<file path="config.mk">
export PLATFORM = sky130hd
export DESIGN_NAME = rgb_section_ctrl
export DESIGN_NICKNAME = d
export VERILOG_FILES = /design/src/rtl/rgb_proc_pkg.sv /design/src/rtl/btn_debounce.sv /design/src/rtl/rgb_section_ctrl.sv
export SDC_FILE = /design/constraint.sdc
export NUM_CORES = 1
export LEC_CHECK = 0
export ABC_CLOCK_PERIOD_IN_PS = 6800
export CAP_MARGIN = 20
export CORE_ASPECT_RATIO = 1.1
export CORE_MARGIN = 4
export CORE_UTILIZATION = 34
export DETAILED_ROUTE_END_ITERATION = 16
export PLACE_DENSITY = 0.62
export SLEW_MARGIN = 20
export SYNTH_ARGS = -nofsm -noshare
export SYNTH_HDL_FRONTEND = slang
export SYNTH_SLANG_ARGS = --single-unit
</file>
<file path="constraint.sdc">
create_clock -name clk_i -period 6.8 [get_ports clk_i]
set_input_delay 1.36 -clock clk_i [delete_from_list [all_inputs] [get_ports clk_i]]
set_output_delay 1.36 -clock clk_i [all_outputs]
set_load 0.02 [all_outputs]
</file>
<file path="src/rtl/rgb_proc_pkg.sv">
// Shared types and elaboration-time helpers for the RGB section controller.
// Section sizes, counter widths and the button debounce state encoding.
package rgb_proc_pkg;

  typedef enum logic [1:0] {
    DB_IDLE   = 2'd0,
    DB_ARM    = 2'd1,
    DB_HELD   = 2'd2,
    DB_DISARM = 2'd3
  } db_state_t;

  function automatic int sec_w(input int x_res, input int x_num);
    return x_res / x_num;
  endfunction

  function automatic int sec_h(input int y_res, input int y_num);
    return y_res / y_num;
  endfunction

  // Width of a counter that must hold values 0..n-1; never narrower than one bit.
  function automatic int cnt_width(input int n);
    return (n > 1) ? $clog2(n) : 1;
  endfunction

  function automatic int nsec_width(input int x_num, input int y_num);
    return cnt_width(x_num * y_num);
  endfunction

endpackage

</file>
<file path="src/rtl/btn_debounce.sv">
// Synchronises one raw button and emits a single-cycle press_o once the high level is stable.
// Press appears 3+DEBOUNCE_CYCLES cycles after the edge; no backpressure, events are never queued.
module btn_debounce
  import rgb_proc_pkg::*;
#(
  parameter int DEBOUNCE_CYCLES = 1000000
) (
  input  logic clk_i,
  input  logic rst_i,
  input  logic btn_i,
  output logic press_o
);

  localparam int CW = cnt_width(DEBOUNCE_CYCLES);
  localparam logic [CW-1:0] CNT_LAST = CW'(DEBOUNCE_CYCLES - 1);

  logic [1:0]    sync_q;
  logic          raw;
  db_state_t     state_q, state_d;
  logic [CW-1:0] cnt_q, cnt_d;

  assign raw = sync_q[1];

  always_ff @(posedge clk_i or posedge rst_i) begin
    if (rst_i) begin
      sync_q  <= 2'b00;
      state_q <= DB_IDLE;
      cnt_q   <= '0;
    end else begin
      sync_q  <= {sync_q[0], btn_i};
      state_q <= state_d;
      cnt_q   <= cnt_d;
    end
  end

  // The counter only runs while confirming a level change; any contrary sample restarts it.
  always_comb begin
    state_d = state_q;
    cnt_d   = '0;
    press_o = 1'b0;
    case (state_q)
      DB_IDLE: begin
        if (raw) state_d = DB_ARM;
      end
      DB_ARM: begin
        if (!raw) begin
          state_d = DB_IDLE;
        end else if (cnt_q == CNT_LAST) begin
          state_d = DB_HELD;
          press_o = 1'b1;
        end else begin
          cnt_d = cnt_q + 1'b1;
        end
      end
      DB_HELD: begin
        if (!raw) state_d = DB_DISARM;
      end
      DB_DISARM: begin
        if (raw) begin
          state_d = DB_HELD;
        end else if (cnt_q == CNT_LAST) begin
          state_d = DB_IDLE;
        end else begin
          cnt_d = cnt_q + 1'b1;
        end
      end
      default: state_d = DB_IDLE;
    endcase
  end

endmodule

</file>
<file path="src/rtl/rgb_section_ctrl.sv">
// Tracks pixel position from observed stream beats, reports section edges/coords and the filter enable.
// Edge pulses are registered one cycle after the beat; the stream is only observed, never stalled.
module rgb_section_ctrl
  import rgb_proc_pkg::*;
#(
  parameter int X_RESOLUTION    = 1280,
  parameter int Y_RESOLUTION    = 720,
  parameter int X_NUM_SECTIONS  = 4,
  parameter int Y_NUM_SECTIONS  = 2,
  parameter int DEBOUNCE_CYCLES = 1000000
) (
  input  logic                                              clk_i,
  input  logic                                              rst_i,
  input  logic [1:0]                                        btn_i,
  input  logic                                              hsync_i,
  input  logic                                              vsync_i,
  input  logic                                              vde_i,
  input  logic                                              valid_i,
  input  logic                                              ready_i,
  output logic                                              x_edge_o,
  output logic                                              y_edge_o,
  output logic [$clog2(X_NUM_SECTIONS)-1:0]                 sec_x_o,
  output logic [$clog2(Y_NUM_SECTIONS)-1:0]                 sec_y_o,
  output logic                                              filt_enable_o,
  output logic [X_NUM_SECTIONS*Y_NUM_SECTIONS-1:0]          led_o,
  output logic [$clog2(X_NUM_SECTIONS*Y_NUM_SECTIONS)-1:0]  sel_o
);

  localparam int SEC_W  = sec_w(X_RESOLUTION, X_NUM_SECTIONS);
  localparam int SEC_H  = sec_h(Y_RESOLUTION, Y_NUM_SECTIONS);
  localparam int NSEC   = X_NUM_SECTIONS * Y_NUM_SECTIONS;
  localparam int SX_W   = $clog2(X_NUM_SECTIONS);
  localparam int SY_W   = $clog2(Y_NUM_SECTIONS);
  localparam int NSEC_W = nsec_width(X_NUM_SECTIONS, Y_NUM_SECTIONS);
  localparam int XC_W   = cnt_width(SEC_W);
  localparam int YC_W   = cnt_width(SEC_H);

  localparam logic [XC_W-1:0]   X_LAST   = XC_W'(SEC_W - 1);
  localparam logic [YC_W-1:0]   Y_LAST   = YC_W'(SEC_H - 1);
  localparam logic [SX_W-1:0]   SX_LAST  = SX_W'(X_NUM_SECTIONS - 1);
  localparam logic [SY_W-1:0]   SY_LAST  = SY_W'(Y_NUM_SECTIONS - 1);
  localparam logic [NSEC_W-1:0] SEL_LAST = NSEC_W'(NSEC - 1);

  if (X_RESOLUTION % X_NUM_SECTIONS != 0) begin : g_chk_x
    $error("X_NUM_SECTIONS must divide X_RESOLUTION");
  end
  if (Y_RESOLUTION % Y_NUM_SECTIONS != 0) begin : g_chk_y
    $error("Y_NUM_SECTIONS must divide Y_RESOLUTION");
  end
  if (DEBOUNCE_CYCLES < 1) begin : g_chk_db
    $error("DEBOUNCE_CYCLES must be at least 1");
  end

  logic              beat;
  logic              hs_rise;
  logic [XC_W-1:0]   x_cnt_q;
  logic [YC_W-1:0]   y_cnt_q;
  logic [SX_W-1:0]   sec_x_q, sec_x_nxt;
  logic [SY_W-1:0]   sec_y_q, sec_y_nxt;
  logic              hsync_q;
  logic              x_edge_q, y_edge_q;
  logic [NSEC-1:0]   pend_q, act_q;
  logic [NSEC_W-1:0] sel_q, sec_idx;
  logic              press0, press1;

  assign beat      = valid_i & ready_i;
  assign hs_rise   = hsync_i & ~hsync_q;
  assign sec_x_nxt = (sec_x_q == SX_LAST) ? '0 : sec_x_q + 1'b1;
  assign sec_y_nxt = (sec_y_q == SY_LAST) ? '0 : sec_y_q + 1'b1;

  // Horizontal position: hsync realigns the line, active pixels advance it.
  always_ff @(posedge clk_i or posedge rst_i) begin
    if (rst_i) begin
      x_cnt_q  <= '0;
      sec_x_q  <= '0;
      x_edge_q <= 1'b0;
    end else begin
      x_edge_q <= 1'b0;
      if (beat) begin
        if (hsync_i) begin
          x_cnt_q <= '0;
          sec_x_q <= '0;
        end else if (vde_i) begin
          if (x_cnt_q == X_LAST) begin
            x_cnt_q  <= '0;
            sec_x_q  <= sec_x_nxt;
            x_edge_q <= 1'b1;
          end else begin
            x_cnt_q <= x_cnt_q + 1'b1;
          end
        end
      end
    end
  end

  // Vertical position: lines are counted on hsync rising beats; vsync wins over a coincident rise.
  always_ff @(posedge clk_i or posedge rst_i) begin
    if (rst_i) begin
      y_cnt_q  <= '0;
      sec_y_q  <= '0;
      hsync_q  <= 1'b0;
      y_edge_q <= 1'b0;
    end else begin
      y_edge_q <= 1'b0;
      if (beat) begin
        hsync_q <= hsync_i;
        if (vsync_i) begin
          y_cnt_q <= '0;
          sec_y_q <= '0;
        end else if (hs_rise) begin
          if (y_cnt_q == Y_LAST) begin
            y_cnt_q  <= '0;
            sec_y_q  <= sec_y_nxt;
            y_edge_q <= 1'b1;
          end else begin
            y_cnt_q <= y_cnt_q + 1'b1;
          end
        end
      end
    end
  end

  btn_debounce #(
    .DEBOUNCE_CYCLES(DEBOUNCE_CYCLES)
  ) u_db_sel (
    .clk_i  (clk_i),
    .rst_i  (rst_i),
    .btn_i  (btn_i[0]),
    .press_o(press0)
  );

  btn_debounce #(
    .DEBOUNCE_CYCLES(DEBOUNCE_CYCLES)
  ) u_db_tog (
    .clk_i  (clk_i),
    .rst_i  (rst_i),
    .btn_i  (btn_i[1]),
    .press_o(press1)
  );

  // The active mask copies the pending mask as it stood before any toggle landing in the same cycle.
  always_ff @(posedge clk_i or posedge rst_i) begin
    if (rst_i) begin
      sel_q  <= '0;
      pend_q <= '0;
      act_q  <= '0;
    end else begin
      if (press1) pend_q <= pend_q ^ (NSEC'(1) << sel_q);
      if (press0) sel_q <= (sel_q == SEL_LAST) ? '0 : sel_q + 1'b1;
      if (beat && vsync_i) act_q <= pend_q;
    end
  end

  assign sec_idx = NSEC_W'(sec_y_q) * NSEC_W'(X_NUM_SECTIONS) + NSEC_W'(sec_x_q);

  assign x_edge_o      = x_edge_q;
  assign y_edge_o      = y_edge_q;
  assign sec_x_o       = sec_x_q;
  assign sec_y_o       = sec_y_q;
  assign filt_enable_o = act_q[sec_idx];
  assign led_o         = pend_q;
  assign sel_o         = sel_q;

endmodule

</file>
==> results of run 1 <==
[worst max-delay path, cell delays in order (launching register included)]
cell	delay [ns]
sky130_fd_sc_hd__dfrtp_1	0.50
sky130_fd_sc_hd__mux4_2	0.55
sky130_fd_sc_hd__mux2_2	0.28
sky130_fd_sc_hd__clkdlybuf4s50_1	0.55
[registers in the layout (all words and copies together), names as in the netlist, named ones only]
name / cells
hsync_q: 1
sec_x_o: 2
u_db_sel.cnt_q: 20
u_db_tog.cnt_q: 20
u_db_sel.sync_q: 2
y_edge_o: 1
x_edge_o: 1
led_o: 8
sec_y_o: 1
u_db_tog.state_q: 1
sel_o: 3
x_cnt_q: 9
u_db_sel.state_q: 1
y_cnt_q: 9
u_db_tog.sync_q: 2
act_q: 8
[power by group]
part           internal (uW)  leakage, uW  switching, uW  total [uW]
clock                    353     0.000166            200         553
combinational           35.7     0.000775           49.8        85.5
sequential               560      0.00123           22.1         582
[final timing paths]
kind	to	cells after the start	slack [ns]	from
setup reg to reg	sel_o[1]$_DFFE_PP0P_	5	4.64	u_db_sel.cnt_q[0]$_DFF_PP0_
hold reg to reg	u_db_sel.sync_q[1]$_DFF_PP0_	0	0.35	u_db_sel.sync_q[0]$_DFF_PP0_
setup / recovery	filt_enable_o	3	3.23	sec_x_o[0]$_DFFE_PP0P_
min in group asynchronous	u_db_tog.cnt_q[15]$_DFF_PP0_	2	1.21	rst_i
max in group asynchronous	u_db_tog.sync_q[1]$_DFF_PP0_	3	4.63	rst_i
hold / removal	u_db_sel.sync_q[1]$_DFF_PP0_	0	0.35	u_db_sel.sync_q[0]$_DFF_PP0_
[per-stage QoR]
step	power [uW]	hold WS, ns	instances
5_1_grt	1280	0.353	632
3_5_place_dp	678	0.335	616
4_1_cts	1230	0.349	632
6_report	1220	0.348	632
2_1_floorplan	649	0.331	446
3_3_place_gp	674	0.335	616
[cell families (layout without fill, tap and decap cells)]
kind of cell    count (synthesis)  after routing  share of synthesized area
simple gates                  185            185                      0.218
flops                          91             91                      0.507
compound gates                 63             63                     0.0853
xor+xnor                       40             40                     0.0781
buf+inv                        39             68                     0.0332
mux                            17             17                     0.0474
fa+ha+maj                      11             11                     0.0307
[metal layers]
| layer | wire [um] | global-route usage |
|---|---|---|
| met2 | 3860 | 0.192 |
| met5 | 0 | 0 |
| met1 | 4210 | 0.154 |
| met3 | 410 | 0.0400 |
| met4 | 134 | 0.0441 |
[cells in the final DEF, fill, tap and decap left out, drive strengths merged, types with 13 or more instances in the layout]
master,instances
nor3,19
clkbuf,13
nand3,22
nor2,48
inv,23
xnor2,22
o21ai,20
clkdlybuf4s50,25
dfrtp,91
xor2,18
nand2,34
mux2,14
a21oi,19
[cell type report]
class	instances	area (um2)
Sequential cell	91	2280
Clock buffer	13	270
Fill cell	1221	7510
Timing Repair Buffer	28	277
Inverter	24	91.3
Tap cell	157	196
Clock inverter	3	68.8
Multi-Input combinational cell	316	2060
==> results.ini, run 1 <==
[status]
run_status = completed

[logic_synthesis]
yosys_warnings = 0
sequential_share_of_the_synthesized_area = 0.507
synthDominantAreaCellType = sky130_fd_sc_hd__dfrtp_1
synth_nets = 466
syn_area_um2 = 4490
synth_top_area_share = 0.507
synth_enable_flop_cells = 0
synth_common_cells = sky130_fd_sc_hd__dfrtp_1, sky130_fd_sc_hd__nor2_1, sky130_fd_sc_hd__nand2_1
yosysMostFrequentCell = sky130_fd_sc_hd__dfrtp_1
synth.top_cells.by_area = sky130_fd_sc_hd__dfrtp_1, sky130_fd_sc_hd__xnor2_1, sky130_fd_sc_hd__nor2_1
syn_avg_cell_area_um2 = 10.1
synthFlopType = sky130_fd_sc_hd__dfrtp_1
yosysUniqueCellTypes = 51
post_syn_instances = 446
async_reset_ff_frac = 1.00
synth_seq_cells = 91

[worst_setup_path]
crit_arrival_ns = 2.21
crit_path_start_kind = flip-flop
worstSetupPathType = reg -> out
setup.worst_path.end_class = primary output
path_max_fanout = 7
critical_path_required_ns = 5.44

[route]
route.detailed.wl_per_inst_um = 13.6
detailed_router_iteration_count_before_antenna_repair = 4
routed_wirelength_um = 8610
detailedRoute.firstIterationViolations = 192
vias_per_cell = 5.15
dr_total_vias = 3252
postRouteAntennaNets = 0
drc_errors = 0

[sta]
rsz0062_at_grt = no
number_of_failing_setup_endpoints_in_the_final_timing_report = 0
timing.setup.tns_ns = 0
period_share = 0.525
final-max-slew-violation-count = 0
setup_ws_ns = 3.23
finalHoldViolations = 0
worstMarginPinSlew_ns = 0.799
achievable-frequency_mhz = 280
timing.max_slew.rel_slack = 0.465
fin_worst_skew_ns = 0.00527
layout_min_cycle_time_ns = 3.57

[final_layout]
utilization = 0.411
area_growth_pct = 16.8
stdcell_area_um2 = 5240
antenna-diode-count = 0
final_layout_size_suffix_gt1_frac = 0.0905
finalNetCount = 490

[clock_network]
cts_root_buf = sky130_fd_sc_hd__clkbuf_16
cts.sink_count = 91
cts_resized = 0
post_cts.repair.setup_buffers = 0
h_tree_lvls = 3
clk_transition_reported_paths_ns = 0.06
insertion_delay_ns = 0.33
number_of_buffers_added_by_the_clock_tree_synthesis_step = 9
hold_buffers = 0
clock_tree.buffer_depth = 2
clock_tree_from_tritoncts = built

[floorplan]
core_region_area_um2 = 12800
floorplan.io_pins = 26
design.die.area_um2 = 15100
die_w_um = 118
floorplan.rows = 43
initial_core_util = 0.352
die_height_um = 129

[pwr]
power-per-cell-area_nw_per_um2 = 233
largest_voltage_drop_on_the_vdd_net_mv = 0.136
total_leakage_power_uw = 0.00218

[hold_path]
timing.hold.worst.class = reg -> reg

[grt]
grt_pass1_wl_um = 15200
grtUsageTotal = 0.120
antenna_found_initial = 0
first_global_vias = 3270
grt_max_degree = 88
grt.overflow.total = 0

[place]
pre_cts_slack_ns = 3.24
port_buffers = 25
gp_congestion = 0.753
post-dp-hpwl_um = 6020
postPlaceCellArea_um2 = 4900

[run]
max_cap_viol_count = 0

Power figures use the tool's default switching activity.
==> run 2, diff against run 1 <==
--- a/config.mk
+++ b/config.mk
@@ -5,7 +5,7 @@
 export SDC_FILE = /design/constraint.sdc
 export NUM_CORES = 1
 export LEC_CHECK = 0
-export ABC_CLOCK_PERIOD_IN_PS = 6800
+export ABC_CLOCK_PERIOD_IN_PS = 3600
 export CAP_MARGIN = 20
 export CORE_ASPECT_RATIO = 1.1
 export CORE_MARGIN = 4
==> constraint.sdc (replaced) <==
create_clock -name clk_i -period 3.6 [get_ports clk_i]
set_input_delay 0.72 -clock clk_i [delete_from_list [all_inputs] [get_ports clk_i]]
set_output_delay 0.72 -clock clk_i [all_outputs]
set_load 0.02 [all_outputs]
==> run 2 against run 1 <==
  * Cell count unchanged
  * Clock power rose by 72%
  * Die area unchanged
  * Clock skew increased by 0.0014 ns
  * Design area down 0.45%
  * Non-clock buffer count did not move
  * First-iteration DRC count is 18% higher
  * Critical path depth stayed put
  * Combinational power up 89%
  * Setup slack got worse by 2.5 ns
  * Wire length about the same
  * Critical endpoint unchanged
  * Largest cell class unchanged
==> results.ini, run 2 (synthesized netlist as in run 1, its figures left out) <==
[route]
detailed_router_iteration_count_before_antenna_repair = 5
detailedRoute.firstIterationViolations = 226
route.detailed.wl_per_inst_um = 13.6
dr_total_vias = 3252
routed_wirelength_um = 8620
postRouteAntennaNets = 0
drc_errors = 0
vias_per_cell = 5.15

[grt]
antenna_found_initial = 0
first_global_vias = 3111
grt.overflow.total = 0
grt_max_degree = 57
grtUsageTotal = 0.121
grt_pass1_wl_um = 15100

[final_layout]
seq_area_um2 = 2280
area_growth_pct = 16.3
layout_commonest_cell = sky130_fd_sc_hd__dfrtp_1
utilization = 0.409
stdcell_area_um2 = 5220
final_layout_size_suffix_gt1_frac = 0.0905
antenna-diode-count = 0
biggestRegsByFlops = u_db_sel.cnt_q: 20 flops, u_db_tog.cnt_q: 20 flops
fillerInstances = 1220
finalNetCount = 490
multiInputGateArea_um2 = 2060
top_library_cells_by_usage_in_the_layout_fill_and_taps_aside = sky130_fd_sc_hd__dfrtp_1, sky130_fd_sc_hd__nor2_1, sky130_fd_sc_hd__nand2_1

[pwr]
p_sw_uw = 529
power-per-cell-area_nw_per_um2 = 424
switching_share = 0.239
sequential_power_share = 0.497
total_leakage_power_uw = 0.00216
internal_power_uw = 1690
totalPowerFinal_uw = 2220
largest_voltage_drop_on_the_vdd_net_mv = 0.254
power_frac_clock = 0.429
p_comb_frac = 0.073

[floorplan]
design.die.area_um2 = 15100
core_region_area_um2 = 12800
floorplan.io_pins = 26
initial_core_util = 0.352
die_height_um = 129
floorplan.rows = 43
die_w_um = 118

[place]
post-dp-hpwl_um = 6030
gp_congestion = 0.794
port_buffers = 25
pre_cts_slack_ns = 0.701
postPlaceCellArea_um2 = 4910

[sta]
period_share = 0.801
final-max-slew-violation-count = 0
layout_min_cycle_time_ns = 2.88
worstMarginPinSlew_ns = 0.819
timing.setup.tns_ns = 0
number_of_failing_setup_endpoints_in_the_final_timing_report = 0
fin_worst_skew_ns = 0.00665
timing.max_slew.rel_slack = 0.452
finalHoldViolations = 0
setup_ws_ns = 0.718
rsz0062_at_grt = no
achievable-frequency_mhz = 347

[clock_network]
insertion_delay_ns = 0.34
post_cts.repair.setup_buffers = 0
cts_resized = 0
clock_tree_from_tritoncts = built
h_tree_lvls = 3
cts.sink_count = 91
cts_root_buf = sky130_fd_sc_hd__clkbuf_16
clk_transition_reported_paths_ns = 0.06
hold_buffers = 0
clock_tree.buffer_depth = 2
number_of_buffers_added_by_the_clock_tree_synthesis_step = 9

[worst_setup_path]
setup.worst_path.end_class = primary output
crit_arrival_ns = 2.16
critical_path_required_ns = 2.88
path_max_fanout = 7
crit_path_start_kind = flip-flop
worstSetupPathType = reg -> out

[run]
max_cap_viol_count = 0

[hold_path]
timing.hold.worst.class = reg -> reg

[status]
run_status = completed

## run 2: power by group through the flow
stage	clock network [uW]	registers (uW)	logic, uW
detailed placement	0	1120	165
finish	951	1100	162
global placement	0	1120	159
CTS	982	1100	165
floorplan	0	1110	113
global route	1020	1110	188
## run 2: path summary, 6_finish.rpt
check / start / endpoint / slack, ns / depth (start not counted)
setup / recovery: sec_x_o[0]$_DFFE_PP0P_ / filt_enable_o / 0.72 / 3
min in group asynchronous: rst_i / u_db_tog.cnt_q[8]$_DFF_PP0_ / 0.85 / 2
setup reg to reg: u_db_sel.cnt_q[0]$_DFF_PP0_ / sel_o[0]$_DFFE_PP0P_ / 1.44 / 5
hold / removal: u_db_sel.sync_q[0]$_DFF_PP0_ / u_db_sel.sync_q[1]$_DFF_PP0_ / 0.35 / 0
hold reg to reg: u_db_sel.sync_q[0]$_DFF_PP0_ / u_db_sel.sync_q[1]$_DFF_PP0_ / 0.35 / 0
max in group asynchronous: rst_i / u_db_sel.cnt_q[3]$_DFF_PP0_ / 2.11 / 3
## run 2: layer usage
layer | routed length (um) | global-route usage | part of all wire
met5 | 0 | 0 | 0
met4 | 144 | 0.0517 | 0.017
met3 | 400 | 0.0308 | 0.046
met2 | 3890 | 0.188 | 0.45
met1 | 4180 | 0.161 | 0.48
## run 2: metrics by stage
stage | std cells | hold slack [ns]
after floorplan | 446 | 0.331
after global placement | 616 | 0.335
after detailed placement | 616 | 0.341
after CTS | 632 | 0.356
after global routing | 632 | 0.363
final | 632 | 0.351
## run 2: final cells by class
class,instances,area share
Clock buffer,11,0.0465
Clock inverter,5,0.0120
Inverter,24,0.0177
Multi-Input combinational cell,316,0.395
Sequential cell,91,0.436
Tap cell,157,0.0376
Timing Repair Buffer,28,0.0547
## run 2: worst max-delay path: stages, from the launching register on
cell,delay (ns)
sky130_fd_sc_hd__dfrtp_1,0.49
sky130_fd_sc_hd__mux4_2,0.53
sky130_fd_sc_hd__mux2_2,0.27
sky130_fd_sc_hd__clkdlybuf4s50_1,0.54
